`config.mk`:
```
export PLATFORM = sky130hd
export DESIGN_NAME = rtf6829a_mmu
export DESIGN_NICKNAME = d
export VERILOG_FILES = /design/src/rtl/rtf6829a_mmu.sv
export SDC_FILE = /design/constraint.sdc
export NUM_CORES = 1
export LEC_CHECK = 0
export BUFFER_PORTS_ARGS = -buffer_cell sky130_fd_sc_hd__clkbuf_2
export CAP_MARGIN = 25
export CORE_MARGIN = 2
export CORE_UTILIZATION = 40
export DETAILED_ROUTE_END_ITERATION = 16
export HOLD_SLACK_MARGIN = 0.1
export SETUP_SLACK_MARGIN = 0.1
export SYNTH_ARGS = -nofsm -noshare
export SYNTH_HDL_FRONTEND = slang
export SYNTH_SLANG_ARGS = --single-unit
```
`constraint.sdc`:
```
create_clock -name clk -period 3.5 [get_ports clk]
set_input_delay 0.525 -clock clk [delete_from_list [all_inputs] [get_ports clk]]
set_output_delay 0.525 -clock clk [all_outputs]
set_load 0.05 [all_outputs]
```
`src/rtl/rtf6829a_mmu.sv`:
```
// Paged MMU: 2 tasks x 32 pages of 2 KB, register window at $F800+num*$80, 24-bit physical out.
// Translation and register reads are combinational; state and map updates happen on the rising edge.
module rtf6829a_mmu #(
  parameter int unsigned pInterruptWrites = 3
) (
  input  logic        clk,
  input  logic        rst,
  input  logic [1:0]  num,
  input  logic        dma,
  input  logic        rw_n,
  input  logic [7:0]  dbi,
  output logic [7:0]  dbo,
  input  logic [15:0] adr,
  output logic [23:0] padr_o,
  output logic        wp_o
);

  logic       map_wp [2][32];
  logic [4:0] map_hi [2][32];
  logic [7:0] map_lo [2][32];

  logic        enable;
  logic        op_key;
  logic        acc_key;
  logic [7:0]  fuse;
  logic [7:0]  run;
  logic        prev_wr;
  logic [15:0] prev_adr;

  logic [15:0] base;
  logic [6:0]  off;
  logic        reg_sel;
  logic        reg_wr;
  logic        cpu_wr;
  logic        fuse_wr;
  logic        fuse_expire;
  logic        desc;
  logic [7:0]  run_next;
  logic        int_force;
  logic        unused;

  assign base    = 16'hF800 + {7'b0, num, 7'b0};
  assign off     = adr[6:0];
  assign reg_sel = !dma && (adr[15:7] == base[15:7]);
  assign reg_wr  = reg_sel && !rw_n;
  assign cpu_wr  = !dma && !rw_n;
  assign fuse_wr = reg_wr && (off == 7'h49);
  assign fuse_expire = !fuse_wr && (fuse == 8'd1);
  assign unused  = &{1'b0, dbi[6:5]};

  // Interrupt stacking shows up as back-to-back writes to descending addresses.
  always_comb begin
    desc      = cpu_wr && prev_wr && (adr == prev_adr - 16'd1);
    run_next  = desc ? run + 8'd1 : 8'd1;
    int_force = cpu_wr && (run_next == 8'(pInterruptWrites));
  end

  always_ff @(posedge clk) begin
    if (rst) begin
      enable   <= 1'b0;
      op_key   <= 1'b0;
      acc_key  <= 1'b0;
      fuse     <= 8'd0;
      run      <= 8'd0;
      prev_wr  <= 1'b0;
      prev_adr <= 16'd0;
    end else begin
      prev_wr <= cpu_wr;
      if (cpu_wr) prev_adr <= adr;
      if (!cpu_wr || int_force) run <= 8'd0;
      else                      run <= run_next;

      if (fuse_wr)            fuse <= dbi;
      else if (fuse != 8'd0)  fuse <= fuse - 8'd1;

      if (reg_wr && off == 7'h41) acc_key <= dbi[0];

      if (reg_wr && off == 7'h40) begin
        op_key <= dbi[0];
        enable <= 1'b1;
      end else if (int_force) begin
        op_key <= 1'b0;
      end else if (fuse_expire) begin
        op_key <= acc_key;
      end
    end
  end

  // Map RAM is deliberately outside reset.
  always_ff @(posedge clk) begin
    if (reg_wr && !off[6]) begin
      if (!off[0]) begin
        map_wp[acc_key][off[5:1]] <= dbi[7];
        map_hi[acc_key][off[5:1]] <= dbi[4:0];
      end else begin
        map_lo[acc_key][off[5:1]] <= dbi;
      end
    end
  end

  always_comb begin
    dbo = 8'h00;
    if (reg_sel && rw_n) begin
      if (!off[6]) begin
        if (off[0]) dbo = map_lo[acc_key][off[5:1]];
        else        dbo = {map_wp[acc_key][off[5:1]], 2'b00, map_hi[acc_key][off[5:1]]};
      end else begin
        case (off)
          7'h40:   dbo = {7'b0, op_key};
          7'h41:   dbo = {7'b0, acc_key};
          7'h49:   dbo = fuse;
          default: dbo = 8'h00;
        endcase
      end
    end
  end

  always_comb begin
    padr_o = {8'h00, adr};
    wp_o   = 1'b0;
    if (enable && !dma) begin
      padr_o = {map_hi[op_key][adr[15:11]], map_lo[op_key][adr[15:11]], adr[10:0]};
      wp_o   = !rw_n && map_wp[op_key][adr[15:11]];
    end
  end

endmodule

```
## Word-level counts from Yosys, hierarchy flattened

Memory sizes are Yosys's and may differ from the RTL's. A register that Yosys moved wholly into a read port is not among the register bits.
Index checks and enable logic that the tools add are counted.

| cells by class | value |
|---|---|
| add/sub/neg operators | 4 |
| magnitude comparators | 3 |
| equality and inequality tests | 7 |
| mux-type cells | 55 |
| bitwise operators | 2 |
| reduce and logical (&&, ||, !) cells | 25 |

Operator list:

| kind | number |
|---|---|
| 2-to-1 mux 256 bit | 1 |
| 2-to-1 mux 160 bit | 1 |
| 2-to-1 mux 8 bit | 11 |
| binary-select mux 8 bit (select 5 bit) | 2 |
| binary-select mux 5 bit (select 5 bit) | 2 |
| demux 8 bit (select 5 bit) | 1 |
| 2-to-1 mux 32 bit | 1 |
| demux 5 bit (select 5 bit) | 1 |
| 2-to-1 mux 1 bit | 25 |
| 2-to-1 mux 5 bit | 5 |
| 2-to-1 mux 24 bit | 1 |
| one-hot mux 8 bit (3 select lines) | 1 |
| equality test 7 bit, second input constant | 3 |
| equality test 16 bit | 1 |
| subtractor 16 x 1 -> 16 bit, second input constant | 1 |
| logical AND 1 bit | 15 |
| adder 12 x 10 -> 13 bit, first input constant | 1 |
| greater-or-equal comparator 6 bit, second input constant | 2 |
| inverter 5 -> 6 bit | 2 |
| binary-select mux 1 bit (select 5 bit) | 2 |
| equality test 9 bit | 1 |
| adder 8 x 1 -> 8 bit, second input constant | 1 |
| equality test 8 x 1 -> 1 bit, second input constant | 1 |
| equality test 8 x 2 -> 1 bit, second input constant | 1 |
| 9 further kinds | 13 |

| storage, ports and cells | value |
|---|---|
| register bits | 36 |
| memory bits (writable) | 896 |
| word-level logic and storage cells | 106 |
| memories | 3 |

Memories:

| name | words | bits a word | rd ports | clocked after Yosys merged registers in | write ports | RTL line | RTL |
|---|---|---|---|---|---|---|---|
| map_lo | 2 | 256 | 2 | 2 | 1 | 20 | `logic [7:0] map_lo [2][32];` |
| map_hi | 2 | 160 | 2 | 2 | 1 | 19 | `logic [4:0] map_hi [2][32];` |
| map_wp | 2 | 32 | 2 | 2 | 1 | 18 | `logic map_wp [2][32];` |

## Depth between registers and ports, before layout

| logic depth | value |
|---|---|
| word-level depth | 12 |
| gate-level depth with buffers | 12 |

## Least setup slack after synthesis

Ideal clock, no wire load.

| timing | value |
|---|---|
| path type | in2out |
| start point | input adr[2] |
| end point | output dbo[5] |
| data arrival time | 4.318 ns |
| required time | 2.975 ns |
| setup slack | -1.343 ns |
| stages | 10 |
| path buffers | 5 |
| path through | buf_2 > buf_2 > buf_2 > buf_2 > buf_2 > mux4_2 > mux2i_1 > nor2_1 > nor3_1 > a2111oi_0 |

| between the ends | value |
|---|---|
| longest elaborated chain between the ends | 7 |
| elaborated cells between the ends (all ways) | 11 |
| those cells by class | eq/ne (3); mux (7); bitwise (1) |

RTL lines:

| element | RTL line | RTL |
|---|---|---|
| from (decl) | 13 | `input logic [15:0] adr,` |
| inverter 5 -> 6 bit (implied by the code) | 105 | `if (off[0]) dbo = map_lo[acc_key][off[5:1]];` |
| binary-select mux 8 bit (select 5 bit) | 105 |  |
| 2-to-1 mux 8 bit (implied by the code) (2 in series) | 105 |  |
| 2-to-1 mux 8 bit | 105 |  |
| 2-to-1 mux 8 bit * | 104 | `if (!off[6]) begin` |
| 2-to-1 mux 8 bit * | 103 | `if (reg_sel && rw_n) begin` |
| to (decl) | 12 | `output logic [7:0] dbo,` |

Every way passes the cells marked *; elsewhere a longest branch is shown, timed or not. The select of a mux whose other input is x is not followed.

==> results.json <==
{
  "wl_um": 164300,
  "tns_ps": -8512,
  "cts_buffers": 99,
  "die_height_um": 337.7,
  "pwr-share-clk": 0.416,
  "first_global_vias": 29970,
  "start_util": 0.4030,
  "power_density_nw_per_um2": 438.6,
  "postSynthCellCount": 2647,
  "swShare": 0.2354,
  "cts.path.max_buffers": 3,
  "status": "finished with violations",
  "critical_path_arrival_ps": 3560,
  "gp_congestion": 0.9923,
  "syn-num-nets": 2681,
  "intPower_uw": 18720,
  "yosysWarnings": 0,
  "setup_viol": 22,
  "switchingPower_uw": 5765,
  "antenna_found_initial": 3,
  "pre_cts_slack_ps": -626.1,
  "hpwl_um": 114100,
  "setup_slack_ps": -588.3,
  "synthesis.area_um2": 44540,
  "htreeDepth": 3,
  "slew_violations": 0,
  "drive_above_1_share": 0.3902,
  "io_pins": 63,
  "antenna_left": 0,
  "path_class": "flip-flop to output port",
  "violations": "setup timing",
  "routedWlPerCell_um": 34.49,
  "async_flop_share": 0,
  "synth_edf_count": 896,
  "layout_common_cells": "896 x edfxtp_1, 484 x buf_4, 343 x mux4_2, 270 x mux2i_1, 170 x nor2_1",
  "drv_cap": 0,
  "fin_crit_sh": 1.168,
  "die_x_um": 337.7,
  "cts.root.buffer_cell": "clkbuf_16",
  "relSlewSlack": 0.4428,
  "clkLatencyLatePin_ps": 700,
  "rsz0062_at_grt": "true",
  "crit_fanout": 8,
  "num-fill-cells": 9104,
  "clock-sinks": 934,
  "critPathLaunchType": "flip-flop",
  "hold_violations": 0,
  "crit_required_ps": 2970,
  "yosys_most_used_dff": "edfxtp_1",
  "ys_seq_area_frac": 0.6211,
  "dpl-instance-area_um2": 50420,
  "overflow": 0,
  "fin_crit_ps": 4088,
  "end_kind": "output port",
  "tightest_slew_ps": 835.7,
  "grt_first_pass_wirelength_um": 228900,
  "avgSynthCellArea_um2": 16.83,
  "core_area_um2": 110500,
  "grtUsageTotal": 0.2888,
  "clk_pin_slew_ps": 60,
  "die-area_um2": 114000,
  "viasPerCell": 6.358,
  "fin_nets": 3226,
  "synth_cell_types": 78,
  "numPortBuffers": 62,
  "final_area_um2": 55820,
  "seqPwrFrac": 0.505,
  "skew_ps": 23.12,
  "total_leakage_power_uw": 0.01781,
  "fmax_mhz": 244.6,
  "cts_tree": "done",
  "grt_max_degree": 130,
  "area_delta_synth_final_pct": 25.33,
  "ys_ff_latch": 934,
  "layout_commonest_cell": "edfxtp_1",
  "min_path_type": "input pin to flip-flop",
  "combPwrFrac": 0.079,
  "vias": 30290,
  "drt-pass1-iter-count": 6,
  "rows": 122,
  "vdd_drop_max_v": 0.0003928,
  "drt_iter0_markers": 4005,
  "drcViolationCount": 0
}
final timing paths:
check | startpoint | endpoint | slack [ps] | depth (start not counted)
worst max-delay path | flip-flop | dbo[6] | -590 | 9
worst min-delay path | adr[7] | prev_adr[7] | 150 | 3
worst max register to register | prev_adr[0] | run[7] | 780 | 8
worst min register to register | prev_adr[15] | prev_adr[15] | 470 | 2
metal layers:
| metal | global-route usage | wire length (um) | part of all wire |
|---|---|---|---|
| met2 | 0.4483 | 75370 | 0.46 |
| met3 | 0.06430 | 16260 | 0.099 |
| met1 | 0.3824 | 62700 | 0.38 |
| met5 | 0 | 0 | 0 |
| met4 | 0.1488 | 9991 | 0.061 |
Yosys cell counts (all sizes together), types with 4 or more instances:
cell type    n  area, um^2
o31ai        5       37.54
o221ai      53       464.2
a22o        10       87.58
or3          5       31.28
and3        10       62.56
nor3b        6       50.05
mux4       343        7725
nand4       18       112.6
ha           4       50.05
o22ai       99       619.3
or4         10       78.82
nand4b       4       41.29
a31oi       10       62.56
buf        115       739.4
dfxtp       38       760.7
edfxtp     896       26910
xor2        15       131.4
a211oi      15       112.6
a221oi      17       148.9
clkbuf     100       376.6
a22oi       41       307.8
or4b         6       63.81
mux2i      285        2853
o211ai       5       37.54
xnor2       20       175.2
a21oi       64       320.3
nor3        45       225.2
o21ai       18       90.09
nor2       176       660.6
o311ai       5       43.79
nor4        22       152.7
nand2       88       330.3
nand3       27       135.1
inv         12       45.04
nor2b        6       37.54
what timing repair did:
item                       in CTS  in global routing
gates cloned                   14                  2
pin swaps                      33                 26
hold endpoints to repair        1                  0
resized for setup             187                 69
hold buffers                    1                  0
setup buffers                  49                 19
setup endpoints to repair      22                 22
power groups by stage:
stage / registers, uW / clock network, uW / logic, uW
finish: 12400 / 10200 / 1940
global route: 12400 / 10700 / 2030
CTS: 12400 / 10300 / 1870
detailed placement: 12600 / 0 / 1800
global placement: 12600 / 0 / 1760
floorplan: 12600 / 0 / 933
kinds of logic (layout without fill, tap and decap cells):
group | count (synthesis) | after routing | synth area share
xor+xnor | 35 | 35 | 0.006882
compound gates | 369 | 369 | 0.05770
flops | 934 | 934 | 0.6211
fa+ha+maj | 4 | 4 | 0.001124
simple gates | 446 | 446 | 0.04893
mux | 630 | 630 | 0.2380
other cells | 0 | 3 | 0
buf+inv | 229 | 855 | 0.02624
critical path: stages (launching register included):
cell and delay [ps]:
dfxtp_4 390, buf_12 200, buf_4 170, mux4_2 510, mux2i_2 350, o22ai_4 130
or4_4 540, buf_6 160, a22o_4 240, buf_12 150
sequential cells by signal (all words and copies together), names as in the netlist, named ones only:
name	flops
map_lo	512
map_hi	320
map_wp	64
prev_adr	16
fuse	8
run	8
acc_key	1
enable	1
op_key	1
prev_wr	1
through the flow:
step / cells / hold slack [ps] / util / power (uW)
final: 4764 / 147.1 / 0.5051 / 24490
after global routing: 4761 / 136.3 / 0.5050 / 25120
after CTS: 4739 / 109.8 / 0.5003 / 24520
after detailed placement: 4493 / 463.2 / 0.4563 / 14390
after global placement: 4492 / 456.5 / 0.4561 / 14350
after floorplan: 2647 / 449.6 / - / 13500
layout make-up:
| class | count | area (um^2) | share of cell area |
|---|---|---|---|
| Timing Repair Buffer | 659 | 6608 | 0.1184 |
| Tap cell | 1488 | 1862 | 0.03335 |
| Sequential cell | 934 | 27670 | 0.4957 |
| Antenna cell | 3 | 7.507 | 0.0001345 |
| Inverter | 14 | 52.55 | 0.0009414 |
| Clock buffer | 127 | 2625 | 0.04702 |
| Clock inverter | 55 | 449.2 | 0.008046 |
| Multi-Input combinational cell | 1484 | 16550 | 0.2964 |
Power figures use the tool's default switching activity.
